[src/rtl/fetch_queue_pkg.sv]
// Shared fetch-path constants: instruction width, PC stepping and reset address,
// kept next to the opcode/category definitions used by decode.
package fetch_queue_pkg;

   localparam int unsigned INSTR_WIDTH      = 32;
   localparam int unsigned PC_STEP_DEFAULT  = 4;
   localparam int unsigned RESET_PC_DEFAULT = 0;

   typedef enum logic [6:0] {
      OPC_LOAD   = 7'h03,
      OPC_IMM    = 7'h13,
      OPC_STORE  = 7'h23,
      OPC_OP     = 7'h33,
      OPC_BRANCH = 7'h63,
      OPC_JALR   = 7'h67,
      OPC_JAL    = 7'h6F
   } opcode_e;

   typedef enum logic [1:0] {
      CAT_ALU   = 2'd0,
      CAT_MEM   = 2'd1,
      CAT_CTRL  = 2'd2,
      CAT_OTHER = 2'd3
   } category_e;

   function automatic category_e opcode_category(input logic [6:0] opc);
      category_e cat;
      case (opc)
         OPC_IMM, OPC_OP:              cat = CAT_ALU;
         OPC_LOAD, OPC_STORE:          cat = CAT_MEM;
         OPC_BRANCH, OPC_JAL, OPC_JALR: cat = CAT_CTRL;
         default:                      cat = CAT_OTHER;
      endcase
      return cat;
   endfunction

endpackage

[src/rtl/fetch_queue_fifo.sv]
// Synchronous FIFO of {pc, instruction} pairs with wrapping pointers and a
// synchronous clear used to flush on a branch redirect.
module fetch_queue_fifo
   import fetch_queue_pkg::*;
#(
   parameter int unsigned DEPTH      = 4,
   parameter int unsigned ADDR_WIDTH = 32,
   parameter int unsigned DATA_WIDTH = INSTR_WIDTH
) (
   input  logic                      clock,
   input  logic                      reset,
   input  logic                      clear,
   input  logic                      push,
   input  logic [ADDR_WIDTH-1:0]     push_pc,
   input  logic [DATA_WIDTH-1:0]     push_instruction,
   input  logic                      pop,
   output logic                      head_valid,
   output logic [ADDR_WIDTH-1:0]     head_pc,
   output logic [DATA_WIDTH-1:0]     head_instruction,
   output logic [$clog2(DEPTH+1)-1:0] count
);

   localparam int unsigned PW = $clog2(DEPTH);
   localparam int unsigned CW = $clog2(DEPTH + 1);

   logic [ADDR_WIDTH-1:0] pc_mem_r    [DEPTH];
   logic [DATA_WIDTH-1:0] instr_mem_r [DEPTH];
   logic [PW-1:0]         wr_ptr_r;
   logic [PW-1:0]         rd_ptr_r;
   logic [CW-1:0]         count_r;
   logic                  full_s;
   logic                  empty_s;
   logic                  do_push_s;
   logic                  do_pop_s;

   // Occupancy flags and guarded push/pop strobes.
   always_comb begin
      full_s    = (count_r == CW'(DEPTH));
      empty_s   = (count_r == {CW{1'b0}});
      do_push_s = push && !full_s;
      do_pop_s  = pop && !empty_s;
   end

   // Entry storage; contents are don't-care until counted as valid.
   always_ff @(posedge clock) begin
      if (do_push_s && !clear && !reset) begin
         pc_mem_r[wr_ptr_r]    <= push_pc;
         instr_mem_r[wr_ptr_r] <= push_instruction;
      end
   end

   // Pointer and occupancy update; clear drops all entries including a same-cycle push/pop.
   always_ff @(posedge clock) begin
      if (reset || clear) begin
         wr_ptr_r <= {PW{1'b0}};
         rd_ptr_r <= {PW{1'b0}};
         count_r  <= {CW{1'b0}};
      end else begin
         if (do_push_s) begin
            wr_ptr_r <= wr_ptr_r + PW'(1);
         end
         if (do_pop_s) begin
            rd_ptr_r <= rd_ptr_r + PW'(1);
         end
         count_r <= count_r + CW'(do_push_s) - CW'(do_pop_s);
      end
   end

   // Head presentation, forced to zero while empty.
   always_comb begin
      head_valid = !empty_s;
      count      = count_r;
      if (empty_s) begin
         head_pc          = {ADDR_WIDTH{1'b0}};
         head_instruction = {DATA_WIDTH{1'b0}};
      end else begin
         head_pc          = pc_mem_r[rd_ptr_r];
         head_instruction = instr_mem_r[rd_ptr_r];
      end
   end

endmodule

[src/rtl/fetch_queue.sv]
// Instruction prefetch queue: issues in-order ROM reads under a credit limit,
// buffers responses with their PCs and flushes on redirect.
module fetch_queue
   import fetch_queue_pkg::*;
#(
   parameter int unsigned DEPTH      = 4,
   parameter int unsigned ADDR_WIDTH = 32,
   parameter int unsigned DATA_WIDTH = INSTR_WIDTH,
   parameter int unsigned RESET_PC   = RESET_PC_DEFAULT,
   parameter int unsigned PC_STEP    = PC_STEP_DEFAULT
) (
   input  logic                  clock,
   input  logic                  reset,
   input  logic                  redirect_enable,
   input  logic [ADDR_WIDTH-1:0] redirect_pc,
   output logic                  rom_read_enable,
   output logic [ADDR_WIDTH-1:0] rom_read_address,
   input  logic                  rom_read_ready,
   input  logic                  rom_read_valid,
   input  logic [DATA_WIDTH-1:0] rom_read_data,
   output logic                  id_valid,
   output logic [ADDR_WIDTH-1:0] id_pc,
   output logic [DATA_WIDTH-1:0] id_instruction,
   input  logic                  id_ready
);

   localparam int unsigned           CW         = $clog2(DEPTH + 1);
   localparam logic [ADDR_WIDTH-1:0] RESET_PC_A = ADDR_WIDTH'(RESET_PC);
   localparam logic [ADDR_WIDTH-1:0] PC_STEP_A  = ADDR_WIDTH'(PC_STEP);
   localparam logic [CW:0]           DEPTH_C    = (CW + 1)'(DEPTH);

   logic [ADDR_WIDTH-1:0] fetch_pc_r;
   logic [ADDR_WIDTH-1:0] resp_pc_r;
   logic [CW-1:0]         inflight_r;
   logic [CW-1:0]         drop_r;
   logic [CW-1:0]         fifo_count_s;
   logic                  credit_ok_s;
   logic                  fire_s;
   logic                  drop_hit_s;
   logic                  push_s;
   logic                  pop_s;

   // Credit check uses registered occupancy, so a same-cycle pop frees nothing yet.
   always_comb begin
      credit_ok_s      = (({1'b0, fifo_count_s} + {1'b0, inflight_r}) < DEPTH_C);
      rom_read_enable  = !reset && !redirect_enable && credit_ok_s;
      rom_read_address = fetch_pc_r;
      fire_s           = rom_read_enable && rom_read_ready;
      drop_hit_s       = rom_read_valid && (drop_r != {CW{1'b0}});
      push_s           = rom_read_valid && !drop_hit_s && !redirect_enable;
      pop_s            = id_valid && id_ready && !redirect_enable;
   end

   // Issue/response bookkeeping; drop is recomputed from inflight on every redirect.
   always_ff @(posedge clock) begin
      if (reset) begin
         fetch_pc_r <= RESET_PC_A;
         resp_pc_r  <= RESET_PC_A;
         inflight_r <= {CW{1'b0}};
         drop_r     <= {CW{1'b0}};
      end else if (redirect_enable) begin
         fetch_pc_r <= redirect_pc;
         resp_pc_r  <= redirect_pc;
         inflight_r <= inflight_r - CW'(rom_read_valid);
         drop_r     <= inflight_r - CW'(rom_read_valid);
      end else begin
         if (fire_s) begin
            fetch_pc_r <= fetch_pc_r + PC_STEP_A;
         end
         if (push_s) begin
            resp_pc_r <= resp_pc_r + PC_STEP_A;
         end
         if (drop_hit_s) begin
            drop_r <= drop_r - CW'(1);
         end
         inflight_r <= inflight_r + CW'(fire_s) - CW'(rom_read_valid);
      end
   end

   fetch_queue_fifo #(
      .DEPTH      (DEPTH),
      .ADDR_WIDTH (ADDR_WIDTH),
      .DATA_WIDTH (DATA_WIDTH)
   ) u_fifo (
      .clock            (clock),
      .reset            (reset),
      .clear            (redirect_enable),
      .push             (push_s),
      .push_pc          (resp_pc_r),
      .push_instruction (rom_read_data),
      .pop              (pop_s),
      .head_valid       (id_valid),
      .head_pc          (id_pc),
      .head_instruction (id_instruction),
      .count            (fifo_count_s)
   );

endmodule

[config.mk]
export PLATFORM = sky130hd
export DESIGN_NAME = fetch_queue
export DESIGN_NICKNAME = d
export VERILOG_FILES = /design/src/rtl/fetch_queue_pkg.sv /design/src/rtl/fetch_queue_fifo.sv /design/src/rtl/fetch_queue.sv
export SDC_FILE = /design/constraint.sdc
export NUM_CORES = 1
export LEC_CHECK = 0
export CAP_MARGIN = 20
export CORE_MARGIN = 5
export CORE_UTILIZATION = 35
export DETAILED_ROUTE_END_ITERATION = 8
export MAX_ROUTING_LAYER = met4
export PLACE_DENSITY = 0.57
export SLEW_MARGIN = 20
export SYNTH_ARGS = -nofsm -noshare
export SYNTH_HDL_FRONTEND = slang
export SYNTH_SLANG_ARGS = --single-unit
[constraint.sdc]
create_clock -name clock -period 4.7 [get_ports clock]
set_input_delay 0.47 -clock clock [delete_from_list [all_inputs] [get_ports clock]]
set_output_delay 0.47 -clock clock [all_outputs]
set_load 0.005 [all_outputs]
==> results.toml <==
[critical_path]
endpoint = "id_pc[16]"
critPathArrivalTime_ns = 2.92
startpoint_type = "flop"
end_kind = "primary output"
crit_required_ns = 4.23
reg2reg_setup_slack_ns = 1.45
reg2reg_to = "inflight_r[2]"
criticalPathCategory = "flop to primary output"
reg2reg_from = "u_fifo.count[2]"
cp_max_fo = 33
r2r_cells = 12

[floorplanning]
dieArea_sq_um = 44500
start_util = 0.355
fp.dieH_um = 211
core_area_sq_um = 39800
die_x_um = 211
fp-row-count = 73
ios = 168

[synthesis]
ys_types = 57
yosysMostFrequentCell = "edfxtp_1"
ys_ff_latch = 335
seq_area_frac_synth = 0.655
synth_ff_type = "edfxtp_1"
netlist_top_cells_area = "edfxtp_1, dfxtp_1, mux4_2"
synthCells = 945
synth_warnings = 0
avgSynthCellArea_sq_um = 15.0
yosysTopAreaCell = "edfxtp_1"
synth_common_cells = "edfxtp_1, and2_1, dfxtp_1"
synthArstFlopShare = 0
synth_area_sq_um = 14100
yosysTopAreaCellShare = 0.543
syn-num-nets = 1033
synth_edf_count = 256

[cells_and_area]
design_area_sq_um = 17500
nets = 1194
drive_above_1_share = 0.128
area_growth_pct = 23.7

[min_path]
min_path_type = "input pin to flop"
hold_start = "reset"

[grt]
antenna_found_initial = 0
grt_pass1_vias = 8627
overflow = 0
track_usage = 0.147
grt_first_pass_wirelength_um = 50300
grt_start_max_net_pins = 69

[detailed_routing]
dr.pass1.iters = 5
drtAntennaViolNets = 0
vias_per_cell = 5.06
vias = 8401
drt-initial-drc-count = 511
drt-total-wl_um = 32600
drc_errors = 0
routedWlPerCell_um = 19.7

[sta]
skew_ns = 0.0177
hold_violations = 0
fin_hold_ws_ns = 0.371
setup_viol = 0
tns_ns = 0
post-route-period-util = 0.721
rsz0062_at_grt = "false"
slew_viol_final = 0
timing_worst_slew_pin_value_ns = 1.01
clock.fmax_mhz = 295
layout_min_cycle_time_ns = 3.39
slew_headroom = 0.324

[clocking]
clock_path_buffers = 3
post_cts.repair.setup_buffers = 0
ctsHtreeMaxLevel = 2
clkTransAtPathRegs_ns = 0.05
clock_latency_ns = 0.52
cts_hold_buf = 0
cts_buffers = 37
cts_num_sinks = 335
post_cts_resized = 0
cts_tree = "built"
clockRootBuffer = "clkbuf_16"

[power_and_ir_drop]
p_per_area_nw_per_um2 = 377
power_leakage_nw = 5.72
vdd_ir_drop_max_uv = 183

[run_status]
status = "finished, final reports clean"

[placement]
hpwl_um = 20600
dpl_cell_area_sq_um = 16300
port_buffers = 167
gp_congestion = 0.856

[job]
cap_viol_max_count = 0
==> stage by stage <==
| stage | total power, mW | cells | util | setup slack, ns |
|---|---|---|---|---|
| 3_5_place_dp | 3.87 | 1592 | 0.410 | 1.48 |
| 4_1_cts | 6.68 | 1659 | 0.439 | 1.21 |
| 3_3_place_gp | 3.86 | 1592 | 0.410 | 1.50 |
| 5_1_grt | 6.86 | 1659 | 0.439 | 1.09 |
| 2_1_floorplan | 3.61 | 945 | - | 1.46 |
| 6_report | 6.59 | 1660 | 0.439 | 1.31 |
==> layout by cell type, fill, tap and decap left out, drive strengths merged, types with 3 or more instances in the layout <==
cell           instances
nand2b                 3
a31oi                  8
buf                    7
clkinvlp               3
nor3                  11
mux4                  64
nand3                 31
and4                  12
o21ai                  7
o311ai                 3
nand4                 27
a21boi                26
clkbuf                44
a21o                   3
bufinv                 3
nand2                 48
ha                    16
xor2                  24
mux2i                  7
nor2                  30
inv                   38
nor4                  13
xnor2                 26
and3                  10
edfxtp               256
a211oi                 9
clkinv                15
dfxtp                 79
and2                  79
clkdlybuf4s50        165
a21oi                 38
o21a                   3
==> per-layer routing <==
layer	vias to the layer above	global-route usage	part of all wire
li1	3927	-	-
met1	4179	0.209	0.48
met3	37	0.0236	0.052
met5	-	-	0
met4	0	0.0259	0.012
met2	258	0.227	0.46
==> worst max-delay path, stage by stage, from the launching register on <==
cell and delay, ns:
dfxtp_4 0.83, buf_12 0.36, mux4_2 0.54, and2_1 0.20, clkdlybuf4s50_1 0.46
==> worst min-delay path by stage <==
stage | end | slack (ns) | cells after the start
6_report | rom_read_address[18] | 0.37 | 4
5_1_grt | rom_read_address[18] | 0.37 | 4
4_1_cts | rom_read_address[18] | 0.36 | 4
3_5_place_dp | rom_read_address[0] | 0.47 | 2
3_3_place_gp | rom_read_address[0] | 0.47 | 2
2_1_floorplan | rom_read_address[0] | 0.45 | 2
==> flip-flops by register name, summed over array words and instances (netlist names), named ones only <==
| signal | count |
|---|---|
| u_fifo.instr_mem_r | 128 |
| u_fifo.pc_mem_r | 128 |
| resp_pc_r | 32 |
| rom_read_address | 32 |
| drop_r | 3 |
| inflight_r | 3 |
| u_fifo.count | 3 |
| u_fifo.rd_ptr_r | 2 |
| u_fifo.wr_ptr_r | 2 |
==> report_power, final <==
group          total, mW  internal [mW]  switching [mW]
sequential          3.35           3.26          0.0908
clock               2.79           1.65            1.13
combinational      0.449          0.240           0.209
==> cell type report <==
cell class	count	area, sq um
Antenna cell	1	2.50
Clock buffer	44	973
Clock inverter	23	209
Fill cell	3652	22300
Inverter	36	135
Multi-Input combinational cell	524	4530
Sequential cell	335	9280
Tap cell	525	657
Timing Repair Buffer	172	1710
==> logic make-up after synthesis <==
kind of cell | Yosys count | share of synthesized area
buf+inv | 86 | 0.0254
fa+ha+maj | 18 | 0.0170
flops | 335 | 0.655
compound gates | 108 | 0.0494
xor+xnor | 50 | 0.0310
simple gates | 275 | 0.114
mux | 73 | 0.108
(Power assumes the default switching activity.)
